File: src/rtl/lora_tx_frame.sv
// Sends the 5-byte {HEAD, cmd, data, cmd^data, TAIL} frame as 8N1 UART. A frame is accepted on a sampled tx_start,
// runs for 50*BPS_CNT line clocks, and then gives a DONE pulse. tx_start is ignored while busy.
module lora_tx_frame #(
  parameter int         CLK_FREQ   = 50_000_000,
  parameter int         BAUD       = 115200,
  parameter logic [7:0] FRAME_HEAD = 8'hAA,
  parameter logic [7:0] FRAME_TAIL = 8'h55
) (
  input  logic       clk,
  input  logic       rst_n,
  input  logic       tx_start,
  input  logic [7:0] tx_cmd,
  input  logic [7:0] tx_data,
  output logic       uart_txd,
  output logic       busy_tx,
  output logic       over_tx
);

  localparam int BPS_CNT = CLK_FREQ / BAUD;
  localparam int CW      = $clog2(BPS_CNT);

  localparam logic [2:0] S_IDLE  = 3'd0;
  localparam logic [2:0] S_START = 3'd1;
  localparam logic [2:0] S_DATA  = 3'd2;
  localparam logic [2:0] S_STOP  = 3'd3;
  localparam logic [2:0] S_DONE  = 3'd4;

  logic [2:0]    state_q, state_d;
  logic [CW-1:0] baud_q, baud_d;
  logic [2:0]    bit_q, bit_d;
  logic [2:0]    byte_q, byte_d;
  logic [7:0]    cmd_q, cmd_d;
  logic [7:0]    data_q, data_d;
  logic          txd_q, txd_d;
  logic          busy_q, busy_d;
  logic          over_q, over_d;
  logic          bit_end;
  logic [7:0]    cur_byte;

  function automatic logic [7:0] byte_sel(input logic [2:0] idx, input logic [7:0] c, input logic [7:0] d);
    case (idx)
      3'd0:    byte_sel = FRAME_HEAD;
      3'd1:    byte_sel = c;
      3'd2:    byte_sel = d;
      3'd3:    byte_sel = c ^ d;
      default: byte_sel = FRAME_TAIL;
    endcase
  endfunction

  always_comb begin
    state_d = state_q;
    baud_d  = baud_q;
    bit_d   = bit_q;
    byte_d  = byte_q;
    cmd_d   = cmd_q;
    data_d  = data_q;
    bit_end = (baud_q == CW'(BPS_CNT - 1));

    case (state_q)
      S_IDLE: begin
        baud_d = '0;
        if (tx_start) begin
          cmd_d   = tx_cmd;
          data_d  = tx_data;
          byte_d  = 3'd0;
          bit_d   = 3'd0;
          state_d = S_START;
        end
      end
      S_START: begin
        baud_d = bit_end ? '0 : baud_q + 1'b1;
        if (bit_end) begin
          bit_d   = 3'd0;
          state_d = S_DATA;
        end
      end
      S_DATA: begin
        baud_d = bit_end ? '0 : baud_q + 1'b1;
        if (bit_end) begin
          if (bit_q == 3'd7) state_d = S_STOP;
          else               bit_d   = bit_q + 1'b1;
        end
      end
      S_STOP: begin
        baud_d = bit_end ? '0 : baud_q + 1'b1;
        if (bit_end) begin
          if (byte_q == 3'd4) begin
            state_d = S_DONE;
          end else begin
            byte_d  = byte_q + 1'b1;
            state_d = S_START;
          end
        end
      end
      S_DONE: begin
        baud_d  = '0;
        state_d = S_IDLE;
      end
      default: begin
        baud_d  = '0;
        state_d = S_IDLE;
      end
    endcase

    // Line level is derived from the next state so the start bit appears the cycle after acceptance.
    cur_byte = byte_sel(byte_d, cmd_d, data_d);
    case (state_d)
      S_START: txd_d = 1'b0;
      S_DATA:  txd_d = cur_byte[bit_d];
      default: txd_d = 1'b1;
    endcase
    busy_d = (state_d == S_START) || (state_d == S_DATA) || (state_d == S_STOP);
    over_d = (state_d == S_DONE);
  end

  always_ff @(posedge clk or negedge rst_n) begin
    if (!rst_n) begin
      state_q <= S_IDLE;
      baud_q  <= '0;
      bit_q   <= 3'd0;
      byte_q  <= 3'd0;
      cmd_q   <= 8'h00;
      data_q  <= 8'h00;
      txd_q   <= 1'b1;
      busy_q  <= 1'b0;
      over_q  <= 1'b0;
    end else begin
      state_q <= state_d;
      baud_q  <= baud_d;
      bit_q   <= bit_d;
      byte_q  <= byte_d;
      cmd_q   <= cmd_d;
      data_q  <= data_d;
      txd_q   <= txd_d;
      busy_q  <= busy_d;
      over_q  <= over_d;
    end
  end

  assign uart_txd = txd_q;
  assign busy_tx  = busy_q;
  assign over_tx  = over_q;

endmodule

File: config.mk
export PLATFORM = sky130hd
export DESIGN_NAME = lora_tx_frame
export DESIGN_NICKNAME = d
export VERILOG_FILES = /design/src/rtl/lora_tx_frame.sv
export SDC_FILE = /design/constraint.sdc
export NUM_CORES = 1
export LEC_CHECK = 0
export CAP_MARGIN = 5
export CORE_UTILIZATION = 26
export CTS_CLUSTER_SIZE = 16
export DETAILED_ROUTE_END_ITERATION = 8
export GPL_ROUTABILITY_DRIVEN = 0
export HOLD_SLACK_MARGIN = 0.05
export PLACE_DENSITY = 0.41
export RECOVER_POWER = 50
export SLEW_MARGIN = 40
export SYNTH_ARGS = -nofsm -noshare
export SYNTH_HDL_FRONTEND = slang
export SYNTH_SLANG_ARGS = --single-unit
File: constraint.sdc
create_clock -name clk -period 3.19 [get_ports clk]
set_input_delay 0.4785 -clock clk [delete_from_list [all_inputs] [get_ports clk]]
set_output_delay 0.4785 -clock clk [all_outputs]
set_load 0.01 [all_outputs]
---- Word level (Yosys, flattened, before mapping) ----
Index checks and enable logic that the tools add are counted.
cells by class
  bitwise operators ....................... 1
  equal/unequal tests ..................... 13
  magnitude comparators ................... 1
  reductions and logical operators ........ 5
  add/subtract/negate cells ............... 3
  mux-type cells .......................... 26
operators by type and width
  kind                                                                           count
  3-bit two-way mux                                                              13
  8-bit two-way mux                                                              4
  8-bit one-hot mux with 4 select lines                                          1
  3-bit by 2-bit equality test with 1-bit output (second input constant)         6
  9-bit two-way mux                                                              2
  3-bit one-hot mux with 4 select lines                                          1
  9-bit by 1-bit adder with 9-bit output (second input constant)                 1
  3-bit by 1-bit equality test with 1-bit output (second input constant)         3
  3-bit equality test (second input constant)                                    3
  9-bit equality test (second input constant)                                    1
  3-bit one-hot mux with 3 select lines                                          1
  8-bit XOR                                                                      1
  3-bit by 1-bit adder with 3-bit output (second input constant)                 2
  3-bit logical NOT                                                              2
  3-bit one-hot mux with 2 select lines                                          1
  3-bit by 4-bit less-than comparator with 1-bit output (second input constant)  1
  1-bit binary-select mux with 3-bit select                                      1
  3-bit OR reduction                                                             1
  1-bit logical OR                                                               2
  1-bit one-hot mux with 2 select lines                                          1
  1-bit two-way mux                                                              1
storage, ports and cells
  output and inout bits ................... 3
  logic and storage cells ................. 58
  bits in registers ....................... 37

---- Logic depth before layout (Yosys ltp) ----
Gate-level depths: netlist of the first run.
  depth in word-level cells ............... 9
  mapped depth ............................ 12
  depth with buffers taken out ............ 11

---- Least setup slack after synthesis of the first run ----
Ideal clock, no wire load.
  path kind ............................... register to register
  start ................................... register baud_q[0]
  end ..................................... register txd_q, in the netlist uart_txd
  slack ................................... 852 ps
  arrival time ............................ 2243 ps
  cell stages (with the launch flop) ...... 10
  setup time .............................. 94 ps
  cell sequence ........................... dfrtp_1 > ha_1 > and4b_4 > nand3_1 > mux2_2 > nand2_2 > mux2_4 > a211oi_1 > o21ai_0 > a311oi_1
between the ends
  elaborated cells between the ends (all ways) .. 20
RTL lines
  element                                        line    RTL
  from (decl)                                    29      logic [CW-1:0] baud_q, baud_d;
  from (signal assigned)                         129     baud_q <= baud_d;
  9-bit equality test (*)                        57      bit_end = (baud_q == CW'(BPS_CNT - 1));
  3-bit two-way mux, on equally long branches    79, 72
  3-bit one-hot mux with 3 select lines (*)      59      case (state_q)
  via bit_d[1]                                   30      logic [2:0] bit_q, bit_d;
  1-bit binary-select mux with 3-bit select (*)  109     S_DATA: txd_d = cur_byte[bit_d];
  1-bit two-way mux (not written as such) (*)    109
  1-bit one-hot mux with 2 select lines (*)      107     case (state_d)
  via txd_d                                      34      logic txd_q, txd_d;
  to (signal assigned)                           134     txd_q <= txd_d;
  to (decl)                                      34
The timed path passes the listed nets; every way through them passes the cells marked *. The select of a mux whose other input is x is not followed.

---- Final worst setup path of the first run ----
Same ends and word-level chain as after synthesis.

==> results.json, run 1 <==
{
  "status": "finished, violations left",
  "violations": "capacitance limit, slew limit",
  "power.leakage_nw": 1.037,
  "hp-class": "reg -> reg",
  "ios": 22,
  "clockBufferDepth": 2,
  "drt-wirelength-per-cell_um": 13.02,
  "clockRootBuffer": "clkbuf_8",
  "fillCellCount": 822,
  "cts_setup_buffers": 0,
  "drive_gt1_share_pct": 17.49,
  "synthArstFlopShare_pct": 100.0,
  "ys_seq_area_share_pct": 44.34,
  "dr_total_vias": 1457,
  "setup_viol": 0,
  "drc_errors": 0,
  "cp_common_cell": "a311oi_1",
  "io_buffers": 21,
  "period_minus_slack_ns": 2.671,
  "postRouteWirelength_mm": 4.232,
  "cp-end-kind": "register",
  "numCtsBuffers": 5,
  "synth_cells": 197,
  "cp-start-kind": "register",
  "grt_start_max_net_pins": 38,
  "worstPathRequired_ns": 3.39,
  "hold_viol": 0,
  "antenna_left": 0,
  "synth_edf_count": 0,
  "synth_area_mm2": 0.002091,
  "yosys.area.top_type": "dfrtp_1",
  "instances_no_fill": 325,
  "dieArea_mm2": 0.008404,
  "die_width_um": 91.68,
  "grt_overflow": 0,
  "fp.dieH_um": 91.68,
  "setup_tns_ns": 0,
  "antenna_found_initial": 0,
  "fin_crit_sh_pct": 83.73,
  "p_total_mw": 0.8630,
  "ys_seq_elements": 37,
  "cts_resized": 0,
  "cts.sinks": 37,
  "nets": 246,
  "num_antenna_cells": 0,
  "yosys-top-cells-count": "dfrtp_1 (36), nor2_1 (25), inv_1 (14), nand2_1 (14), mux2i_1 (11)",
  "viasPerCell": 4.483,
  "synth_flop_cell": "dfrtp_1",
  "core_mm2": 0.007767,
  "row_count": 32,
  "clkLatencyLatePin_ns": 0.29,
  "synthesis.nets": 221,
  "place_inst": 317,
  "clkTransAtPathRegs_ns": 0.08,
  "cts_hold_buf": 0,
  "grt_pass1_vias": 1497,
  "maxCapViolCount": 1,
  "worst_slew_pin_slew_ns": 2.012,
  "path_cells": "ha_1 > and4b_1 > a311oi_1 > o21ai_1 > nand2_2 > mux2_4 > a211oi_1 > o21ai_0 > a311oi_1",
  "dpl.hpwl_mm": 3.211,
  "cts_max_level": 2,
  "synthMostInstantiatedCell": "dfrtp_1",
  "cp_max_fo": 7,
  "worst_ep_arrival_time_ns": 2.88,
  "syn_to_final_growth_pct": 17.24,
  "avgSynthCellArea_um2": 10.61,
  "fmax_ghz": 0.3744,
  "worstSetupPathType": "reg -> reg",
  "power_density_mw_per_mm2": 352.1,
  "final_max_slew_viol_count": 38,
  "crit_path_max_incr_delay_ns": 0.43,
  "grt_pass1_wl_mm": 7.403,
  "ir_drop_mv": 0.1520,
  "synth_top_area_share_pct": 43.09,
  "drt_first_pass_iters": 4,
  "synthTopCellsByArea": "dfrtp_1 (43%), mux2_2 (5.4%), mux2i_1 (5.3%), nor2_1 (4.5%), xnor2_1 (3.4%)",
  "grt_usage_pct": 11.35,
  "clock_skew_ns": 0.006999,
  "cts_tree": "yes",
  "slew_headroom_pct": -34.13,
  "ys_types": 51,
  "start_util_pct": 26.92,
  "yosys_warnings": 0,
  "dr.first_iter.drc_count": 48,
  "critPathSlowestCell": "dfrtp_1",
  "rsz0062_at_grt": "false"
}
## routing by layer
layer | track usage [%] | wire length, um | up-vias
li1 | - | - | 733
met1 | 15.44 | 2086 | 699
met2 | 17.42 | 1959 | 18
met3 | 2.653 | 122 | 7
met4 | 4.365 | 63 | 0
met5 | 0 | 0 | -
## registers in the layout, summed over array words and instances (netlist names)
register	cells
cmd_q	8
byte_q	3
over_tx	1
data_q	8
baud_q	9
state_q	3
busy_tx	1
uart_txd	1
bit_q	3
## kinds of logic after synthesis
| family | Yosys count | share of synthesized area (%) |
|---|---|---|
| AND/OR/NAND/NOR | 68 | 18.85 |
| flip-flops | 37 | 44.34 |
| AO/OA/AOI/OAI | 30 | 10.17 |
| multiplexers | 23 | 12.03 |
| buffers and inverters | 22 | 6.582 |
| XOR/XNOR | 12 | 5.027 |
| adder cells (fa/ha/maj) | 5 | 2.992 |
## final cells by class
type	count	area, um2	share of cell area (%)
timing repair buffer	24	226.5	9.239
sequential	37	927.1	37.83
tap	102	127.6	5.207
clock inverter	2	10.01	0.4084
clock buffer	6	72.57	2.961
multi-input combinational	138	1022	41.70
inverter	16	65.06	2.654
## power by group
| part | total (mW) | internal (mW) | switching, mW |
|---|---|---|---|
| clock | 0.322 | 0.152 | 0.170 |
| combinational | 0.0586 | 0.0317 | 0.0269 |
| sequential | 0.482 | 0.480 | 0.00295 |
## layout by cell type, fill, tap and decap left out, drive strengths merged, types with 3 or more instances in the layout
| master | synthesis | layout |
|---|---|---|
| xnor2 | 8 | 8 |
| and2 | 5 | 5 |
| nor2 | 26 | 26 |
| mux2 | 11 | 11 |
| o21ai | 7 | 7 |
| a211oi | 3 | 3 |
| nand4 | 4 | 4 |
| clkbuf | 1 | 7 |
| a311oi | 3 | 3 |
| nand2 | 15 | 15 |
| nor3 | 4 | 4 |
| mux2i | 12 | 12 |
| buf | 5 | 3 |
| a21oi | 4 | 4 |
| xor2 | 4 | 4 |
| clkdlybuf4s50 | 0 | 20 |
| ha | 5 | 5 |
| nand3 | 4 | 4 |
| inv | 16 | 16 |
| dfrtp | 36 | 36 |
## through the flow
stage | instance area, um2 | hold slack [ns] | setup WS (ns) | utilization (%)
2_1_floorplan | 2091 | 0.1829 | 0.8521 | -
3_3_place_gp | 2374 | 0.4837 | 0.3445 | 30.56
3_5_place_dp | 2376 | 0.4848 | 0.3352 | 30.59
4_1_cts | 2459 | 0.1630 | 0.5697 | 31.65
5_1_grt | 2451 | 0.5244 | 0.3169 | 31.56
6_report | 2451 | 0.5000 | 0.5190 | 31.56
## worst paths after layout
kind,from,endpoint,slack (ns),cells past startpoint
max,baud_q[0],uart_txd,0.52,9
min,data_q[6],data_q[6],0.50,1
max reg2reg,baud_q[0],uart_txd,0.52,9
min reg2reg,data_q[6],data_q[6],0.50,1
max in group asynchronous,rst_n,state_q[1],1.28,1
min in group asynchronous,rst_n,baud_q[5],0.74,1
## critical path: cells and delay by family, from the launching register on
| kind | cells | cell delay [ns] |
|---|---|---|
| DFF | 1 | 0.43 |
| AOI/OAI and AO/OA | 5 | 1.12 |
| and+or+nand+nor | 2 | 0.49 |
| muxes | 1 | 0.33 |
| adders and majority gates | 1 | 0.22 |
Power figures use the tool's default switching activity.
==> run 2, diff against run 1 <==
- PLACE_DENSITY: 0.41 -> 0.42
- clock period: 3.19 -> 2.24 ns (I/O delays scaled with it)
==> results.json, run 2 (synthesis results as in run 1) <==
{
  "fin_ws_ns": -0.09395,
  "drt-wirelength-per-cell_um": 12.77,
  "cp_max_fo": 5,
  "syn_to_final_growth_pct": 42.97,
  "clkTransAtPathRegs_ns": 0.07,
  "cp-start-kind": "register",
  "clkLatencyLatePin_ns": 0.28,
  "dr_total_vias": 1648,
  "drt_first_pass_iters": 4,
  "num_antenna_cells": 0,
  "regToRegStartpoint": "baud_q[1]",
  "cts_max_level": 2,
  "power.leakage_nw": 1.344,
  "grt_overflow": 0,
  "core_mm2": 0.007767,
  "ios": 22,
  "dr.first_iter.drc_count": 81,
  "postRouteWirelength_mm": 4.866,
  "clockBufferDepth": 2,
  "fp.dieH_um": 91.68,
  "final_cell_mix": "buf_4 (53), dfrtp_1 (36), nor2_1 (24), clkdlybuf4s50_1 (20)",
  "fmax_ghz": 0.4285,
  "drc_errors": 0,
  "start_util_pct": 26.92,
  "row_count": 32,
  "largestRegisters": "baud_q x9, cmd_q x8, data_q x8",
  "ir_drop_mv": 0.1950,
  "dp_slack_ns": -0.4136,
  "antenna_left": 0,
  "violations": "setup timing",
  "hp-class": "reg -> reg",
  "grt_usage_pct": 12.96,
  "power_density_mw_per_mm2": 427.3,
  "die_width_um": 91.68,
  "rrSetupSlack_ns": -0.09,
  "slew_headroom_pct": 48.12,
  "dpl.hpwl_mm": 3.617,
  "worst_r2r_endpoint": "uart_txd",
  "cts_tree": "yes",
  "grt_pass1_wl_mm": 8.369,
  "status": "finished, violations left",
  "fillCellCount": 807,
  "hold_depth": 1,
  "maxCapViolCount": 0,
  "drive_gt1_share_pct": 38.35,
  "worstSetupPathType": "reg -> reg",
  "io_buffers": 21,
  "worstHoldStart": "cmd_q[6]",
  "fin_util_pct": 38.48,
  "rr_worst_depth": 11,
  "setup_viol": 1,
  "antenna_found_initial": 0,
  "period_minus_slack_ns": 2.334,
  "final_common_cell": "buf_4",
  "clockRootBuffer": "clkbuf_8",
  "grt_start_max_net_pins": 26,
  "numCtsBuffers": 5,
  "worst_ep_arrival_time_ns": 2.52,
  "setup_tns_ns": -0.09395,
  "cp-end-kind": "register",
  "min_to": "cmd_q[6]",
  "worstPathRequired_ns": 2.43,
  "largest_reg_flops": 9,
  "regMostFlops": "baud_q",
  "fin_crit_sh_pct": 104.2,
  "dieArea_mm2": 0.008404,
  "clock_skew_ns": 0.007133,
  "hold_viol": 0,
  "viasPerCell": 4.325,
  "cts.sinks": 37,
  "rsz0062_at_grt": "true",
  "p_total_mw": 1.277,
  "grt_pass1_vias": 1740,
  "instances_no_fill": 381,
  "place_inst": 366,
  "final_max_slew_viol_count": 0,
  "nets": 302,
  "worst_slew_pin_slew_ns": 0.7783
}
==> run 2: changes by cell type in the layout (fill, tap and decap cells not counted), moves of 2 or more <==
cell / change
clkinv_2: -2
a211oi_2: +2
buf_6: +2
o21ai_0: -2
o21ai_2: +2
buf_4: +50
a211oi_1: -2
==> run 2: critical path: stages, from the launching register on <==
cell and delay, ns:
dfrtp_1 0.38, inv_1 0.05, ha_1 0.15, and4b_4 0.31, and2_4 0.21, buf_4 0.12, nand2_1 0.06, xnor2_1 0.17
and2_4 0.18, a2111oi_2 0.27, a311oi_1 0.07, a311oi_1 0.26
==> run 2: how the worst max path moves through the flow <==
stage / start / to / slack (ns) / cells past startpoint
after floorplan: baud_q[1] / uart_txd / -0.02 / 10
after global placement: tx_start / uart_txd / -0.38 / 9
after detailed placement: tx_start / uart_txd / -0.41 / 9
after CTS: baud_q[1] / uart_txd / -0.07 / 10
after global routing: baud_q[1] / uart_txd / -0.22 / 11
final: baud_q[1] / uart_txd / -0.09 / 11
==> run 2: report_power, final <==
group	switching, mW	internal (mW)	total [mW]
clock	0.234	0.251	0.485
combinational	0.0435	0.0609	0.104
sequential	0.00437	0.683	0.687
total	0.282	0.995	1.28
==> run 2: cell type report <==
type / instances / area [um2] / share of cell area, %
clock buffer: 8 / 90.09 / 3.014
inverter: 16 / 65.06 / 2.177
multi-input combinational: 138 / 1115 / 37.30
sequential: 37 / 927.1 / 31.02
tap: 102 / 127.6 / 4.270
timing repair buffer: 80 / 664.4 / 22.23
==> run 2: metrics by stage <==
stage | hold slack, ns | cell area (um2)
after detailed placement | 0.2643 | 2788
after global placement | 0.2563 | 2788
final | 0.4986 | 2989
after global routing | 0.5204 | 2989
after CTS | 0.4769 | 2957
after floorplan | 0.04041 | 2125
==> run 2: layer usage <==
metal  GRT usage, %  wire [um]  vias to the layer above
met1          18.13       2532                      781
met2          19.99       2164                       22
met3          2.736        127                        2
li1               -          -                      843
met5              0          0                        -
met4          3.968         41                        0
==> run 2: repair_timing <==
item,4_1_cts,5_1_grt
resized for setup,9,4
setup buffers,2,3
hold buffers,1,0
hold endpoints to repair,12,0
pin swaps,5,5
endpoints found under the setup margin,1,2
cloned,1,0
==> run 3, diff against run 2 <==
- CAP_MARGIN: 5 -> 40
- SLEW_MARGIN: 40 -> not set
==> results of run 3 <==
Same layout as run 2: the final DEF is identical, and so are final timing and power.
==> edit 1, RTL diff (settings of run 2) <==
`data_q` no longer has a reset.
--- a/src/rtl/lora_tx_frame.sv
+++ b/src/rtl/lora_tx_frame.sv
@@ -121,5 +121,4 @@
       byte_q  <= 3'd0;
       cmd_q   <= 8'h00;
-      data_q  <= 8'h00;
       txd_q   <= 1'b1;
       busy_q  <= 1'b0;
@@ -131,9 +130,12 @@
       byte_q  <= byte_d;
       cmd_q   <= cmd_d;
-      data_q  <= data_d;
       txd_q   <= txd_d;
       busy_q  <= busy_d;
       over_q  <= over_d;
     end
+  end
+
+  always_ff @(posedge clk) begin
+    data_q <= data_d;
   end
 
Function: no difference found for any inputs over 10 cycles, from zero or initial values and one cycle with rst_n low; that may be too few to reach the edited logic, so the function may still have changed.
==> edit 1 against run 2 <==
  * Setup slack improved by 9.6 ps
  * Cell area fell by 1.5%
  * The flow still finishes with violations (negative setup slack)
  * Synthesized cell count did not move
  * Routed wire length fell by 0.43%
  * Sequential cell count did not move
  * Power fell by 0.26%
  * Area after synthesis fell by 1.9%
==> edit 1: results (changes against run 2) <==
[yosys]
yosysSeqAreaShare = 0.433  ; was 0.443
ys_top_cells_by_count = dfrtp_1 (28), nor2_1 (25), inv_1 (14), nand2_1 (14), mux2i_1 (11)  ; was dfrtp_1 (36), nor2_1 (25), inv_1 (14), nand2_1 (14), mux2i_1 (11)
synth.distinct_cells = 52  ; was 51
synth_area_per_cell_um2 = 10.4  ; was 10.6 um2
synthTopCellsByArea = dfrtp_1 (34%), dfxtp_1 (7.8%), mux2_2 (5.5%)  ; was dfrtp_1 (43%), mux2_2 (5.4%), mux2i_1 (5.3%)

[global_routing]
met3_usage = 0.0269  ; was 0.0274
use_met2 = 0.198  ; was 0.200
groute.usage.overall = 0.127  ; was 0.130
grt_use_met1 = 0.171  ; was 0.181
grt_pass1_vias = 1688  ; was 1740
grt_start_max_net_pins = 30  ; was 26

[drt]
finalWirelength_um = 4850  ; was 4870 um
vias = 1620  ; was 1648
viasPerCell = 4.31  ; was 4.33

[timing]
setup_slack_ps = -84.3  ; was -94.0 ps
fin_worst_skew_ps = 8.87  ; was 7.13 ps
worst_pin_slew_ps = 804  ; was 778 ps
finalSetupViolations = 1  ; unchanged

[power_and_ir_drop]
vdd_drop_max_uv = 153  ; was 195 uV
p_leak_nw = 1.30  ; was 1.34 nW

[run_status]
violations = negative setup slack  ; unchanged
status = complete, but fails checks  ; unchanged

[worst_setup_path]
cp_top_family = compound AO/OA/AOI/OAI gates  ; was simple AND/OR/NAND/NOR gates

[placed_design]
place.detailed.hpwl_um = 3510  ; was 3620 um

[final_layout]
fin_nets = 297  ; was 302

-- edit 1: cell count changes in the layout (fill, tap and decap cells not counted), sizes merged --
| cell | delta |
|---|---|
| buf | -4 |
| dfrtp | -8 |
| clkbuf | -1 |
| dfxtp | +8 |
-- edit 1: power by group --
group	internal, mW	switching (mW)
Combinational	0.0597	0.0411
Sequential	0.681	0.00431
Clock	0.251	0.236
Total	0.992	0.282
-- edit 1: cell type report --
class                   instances  area, um2  area share
clock buffers                   8       90.1      0.0306
flip-flops and latches         37        887       0.301
inverters                      16       67.6      0.0229
multi-input cells             138       1110       0.376
well taps                     102        128      0.0433
repair buffers                 75        666       0.226
-- edit 1: cells by family (layout without fill, tap and decap cells) --
group           count (synthesis)  after routing  synth area share
simple gates                   68             68             0.192
fa+ha+maj                       5              5            0.0305
flops                          37             37             0.433
compound gates                 30             30             0.104
xor+xnor                       12             12            0.0513
buf+inv                        22             99            0.0671
mux                            23             23             0.123
-- edit 1: worst reg2reg max path, cell delays in order (launching register included) --
cell and delay (ps):
dfrtp_1 380, inv_1 60, ha_2 150, and4b_4 280, nand4_4 130, mux2i_2 230
buf_4 180, inv_4 50, buf_6 110, a2111oi_4 330, a311oi_1 70, a311oi_1 250
-- edit 1: worst paths after layout --
path / cells after the start / to / start
max in group asynchronous: 2 / bit_q[0]$_DFF_PN0_ / rst_n
hold reg to reg: 1 / data_q[6]$_DFF_P_ / data_q[6]$_DFF_P_
min in group asynchronous: 2 / bit_q[2]$_DFF_PN0_ / rst_n
setup / recovery: 11 / uart_txd$_DFF_PN1_ / baud_q[1]$_DFF_PN0_
setup reg to reg: 11 / uart_txd$_DFF_PN1_ / baud_q[1]$_DFF_PN0_
hold / removal: 1 / data_q[6]$_DFF_P_ / data_q[6]$_DFF_P_
-- edit 1: metal layers --
| metal | part of all wire | vias to the layer above |
|---|---|---|
| li1 | - | 829 |
| met1 | 0.51 | 765 |
| met2 | 0.45 | 20 |
| met3 | 0.026 | 6 |
| met4 | 0.014 | 0 |
| met5 | 0 | - |
-- edit 1: repair_timing --
item / 4_1_cts / 5_1_grt
cloned: 1 / 0
setup buffers: 5 / 4
gates resized for setup: 9 / 4
endpoints found under the setup margin: 1 / 1
pin swaps: 11 / 6
-- edit 1: per-stage QoR --
stage	hold slack (ps)	setup TNS (ps)	setup WS, ps	utilization
after floorplan	40.4	-17.9	-17.9	-
after global placement	467	-366	-366	0.352
after detailed placement	470	-366	-366	0.352
after CTS	456	-53.3	-53.3	0.376
after global routing	519	-288	-288	0.383
final	488	-84.3	-84.3	0.383
==> edit 2, RTL diff (flow settings as in run 2) <==
Without the edit above. The parameter `CLK_FREQ` goes from 50_000_000 to 12_500_000.
--- a/src/rtl/lora_tx_frame.sv
+++ b/src/rtl/lora_tx_frame.sv
@@ -2,5 +2,5 @@
 // runs for 50*BPS_CNT line clocks, and then gives a DONE pulse. tx_start is ignored while busy.
 module lora_tx_frame #(
-  parameter int         CLK_FREQ   = 50_000_000,
+  parameter int         CLK_FREQ   = 12_500_000,
   parameter int         BAUD       = 115200,
   parameter logic [7:0] FRAME_HEAD = 8'hAA,
Function: no difference found for any inputs over 10 cycles, from zero or initial values and one cycle with rst_n low; that may be too few to reach the edited logic, so the function may still have changed.
==> edit 2 against run 2 <==
  * The run still ends with negative setup slack left
  * Sequential share of layout area fell by 1.6 points
  * Setup slack better by 15 ps
  * Fmax increased by 0.66%
  * Non-clock buffer count shrank 2
  * Clock skew is 5.3 ps higher
  * Cell area decreased by 0.42%
  * Synthesized cell count grew 7.1%
  * Routed wire length increased by 2.6%
  * Power shrank 2.6%
  * Critical path depth shrank 2
  * Sequential cell count is 2 lower
  * Largest power group unchanged
  * First-iteration DRC count grew 1.2%
  * Area after synthesis down 1.7%
==> edit 2: results (changes against run 2) <==
[run_status]
status = complete, but fails checks  ; unchanged
violations = negative setup slack  ; unchanged

[clocking]
clockBufferDepth = 2  ; unchanged
cts_buffers = 5  ; unchanged
root_buffer = clkbuf_8  ; unchanged
htreeDepth = 2  ; unchanged
clkTransAtPathRegs_ps = 90  ; was 70 ps
clk_latency_ps = 310  ; was 280 ps

[yosys]
synthTopCellsByArea = dfrtp_1 (41%), nand2_1 (7.7%), mux2i_1 (4.9%)  ; was dfrtp_1 (43%), mux2_2 (5.4%), mux2i_1 (5.3%)
synth-compound-area-share = 0.122  ; was 0.102
syn-num-nets = 234  ; was 221
yosysSeqAreaShare = 0.427  ; was 0.443
synth_mux_area_frac = 0.0846  ; was 0.120
synthXorXnorAreaFrac = 0.0256  ; was 0.0503
async_flop_share = 1.00  ; unchanged
synthFlopType = dfrtp_1  ; unchanged
ys_top_cells_by_count = nand2_1 (42), dfrtp_1 (34), nor2_1 (20)  ; was dfrtp_1 (36), nor2_1 (25), inv_1 (14), nand2_1 (14), mux2i_1 (11)
synth.distinct_cells = 55  ; was 51
ys_warn_count = 0  ; unchanged
synth_fa_ha_area_frac = 0.0243  ; was 0.0299

[drt]
drt-pass1-iter-count = 4  ; unchanged
viasPerCell = 4.51  ; was 4.33
finalWirelength_um = 4990  ; was 4870 um
drtIter0Drc = 82  ; was 81

[final_layout]
fin_nets = 310  ; was 302
num-fill-cells = 798  ; was 807
drive_gt1_frac = 0.347  ; was 0.384
largest_registers = cmd_q: 8 flops, data_q: 8 flops, baud_q: 7 flops  ; was baud_q: 9 flops, cmd_q: 8 flops, data_q: 8 flops
n_antenna_cell = 0  ; unchanged

[placed_design]
port_buffers = 21  ; unchanged
pre_cts_ws_ps = -352  ; was -414 ps
place.detailed.hpwl_um = 3660  ; was 3620 um

[timing]
fin_worst_skew_ps = 12.5  ; was 7.13 ps
finalSetupViolations = 1  ; unchanged
fin_setup_tns_ps = -78.6  ; was -94.0 ps
relSlewSlack = 0.404  ; was 0.481
setup_slack_ps = -78.6  ; was -94.0 ps

[worst_hold_path]
hp-class = register to register  ; unchanged

[global_routing]
groute.usage.overall = 0.131  ; was 0.130
grt_start_max_net_pins = 36  ; was 26
antenna_found_initial = 0  ; unchanged
grt_first_pass_wirelength_um = 8460  ; was 8370 um
grt_pass1_vias = 1718  ; was 1740

[worst_setup_path]
cp_max_fo = 10  ; was 5

[power_and_ir_drop]
p_leak_nw = 1.39  ; was 1.34 nW
vdd_drop_max_uv = 168  ; was 195 uV
p_sw_frac = 0.260  ; was 0.221

==> edit 2: cell types whose count changed after synthesis, moves of 4 or more <==
| cell | delta |
|---|---|
| nor2_1 | -5 |
| buf_2 | +4 |
| xnor2_1 | -6 |
| nand2_1 | +28 |
| mux2_2 | -9 |
| nand2b_1 | +4 |
==> edit 2: routing by layer <==
| metal | share of wire | track usage |
|---|---|---|
| met1 | 0.52 | 0.190 |
| met2 | 0.43 | 0.190 |
| met3 | 0.031 | 0.0269 |
| met4 | 0.016 | 0.0516 |
| met5 | 0 | 0 |
==> edit 2: power groups by stage <==
stage / Combinational, mW / Clock (mW) / Sequential, mW
6_report: 0.102 / 0.491 / 0.652
5_1_grt: 0.114 / 0.523 / 0.653
4_1_cts: 0.103 / 0.508 / 0.652
3_5_place_dp: 0.101 / 0 / 0.664
3_3_place_gp: 0.101 / 0 / 0.664
2_1_floorplan: 0.0349 / 0 / 0.663
==> edit 2: repair_timing <==
item,4_1_cts,5_1_grt
hold buffers,0,0
setup endpoints to repair,1,1
pin swaps,8,5
gates cloned,1,0
resized for setup,17,12
setup buffers,4,0
==> edit 2: worst max-delay path, cell delays in order, from the launching register on <==
cell,delay (ps)
dfrtp_1,400
buf_6,150
or4b_4,620
nand2_2,100
nand2_1,60
buf_4,130
a211o_1,250
a311o_1,330
o211ai_2,170
nor3_2,50
==> edit 2: stage by stage <==
stage	area, um2	std cells	hold WS, ps
3_3_place_gp	2740	377	459
2_1_floorplan	2060	211	40.4
3_5_place_dp	2740	377	465
6_report	2980	390	483
5_1_grt	2980	390	511
4_1_cts	2920	390	468
==> edit 2: final cells by class <==
cell class / instances / share of cell area
flip-flops and latches: 35 / 0.295
well taps: 102 / 0.0429
clock buffers: 5 / 0.0231
inverters: 14 / 0.0185
multi-input cells: 153 / 0.391
repair buffers: 78 / 0.223
clock inverters: 3 / 0.00673
==> edit 2: logic make-up after synthesis <==
logic type	count (synthesis)
buffers and inverters	23
multiplexers	15
AND/OR/NAND/NOR	98
adder cells (fa/ha/maj)	4
AO/OA/AOI/OAI	30
XOR/XNOR	6
flip-flops	35
==> edit 2: final timing paths <==
path,to,cells after the start,start,slack (ps)
worst max-delay path,uart_txd$_DFF_PN1_,9,state_q[2]$_DFF_PN0_,-80
worst min-delay path,data_q[4]$_DFF_PN0_,2,data_q[4]$_DFF_PN0_,480
worst max register to register,uart_txd$_DFF_PN1_,9,state_q[2]$_DFF_PN0_,-80
worst min register to register,data_q[4]$_DFF_PN0_,2,data_q[4]$_DFF_PN0_,480
max in group asynchronous,over_tx$_DFF_PN0_,2,rst_n,990
min in group asynchronous,cmd_q[0]$_DFF_PN0_,2,rst_n,670
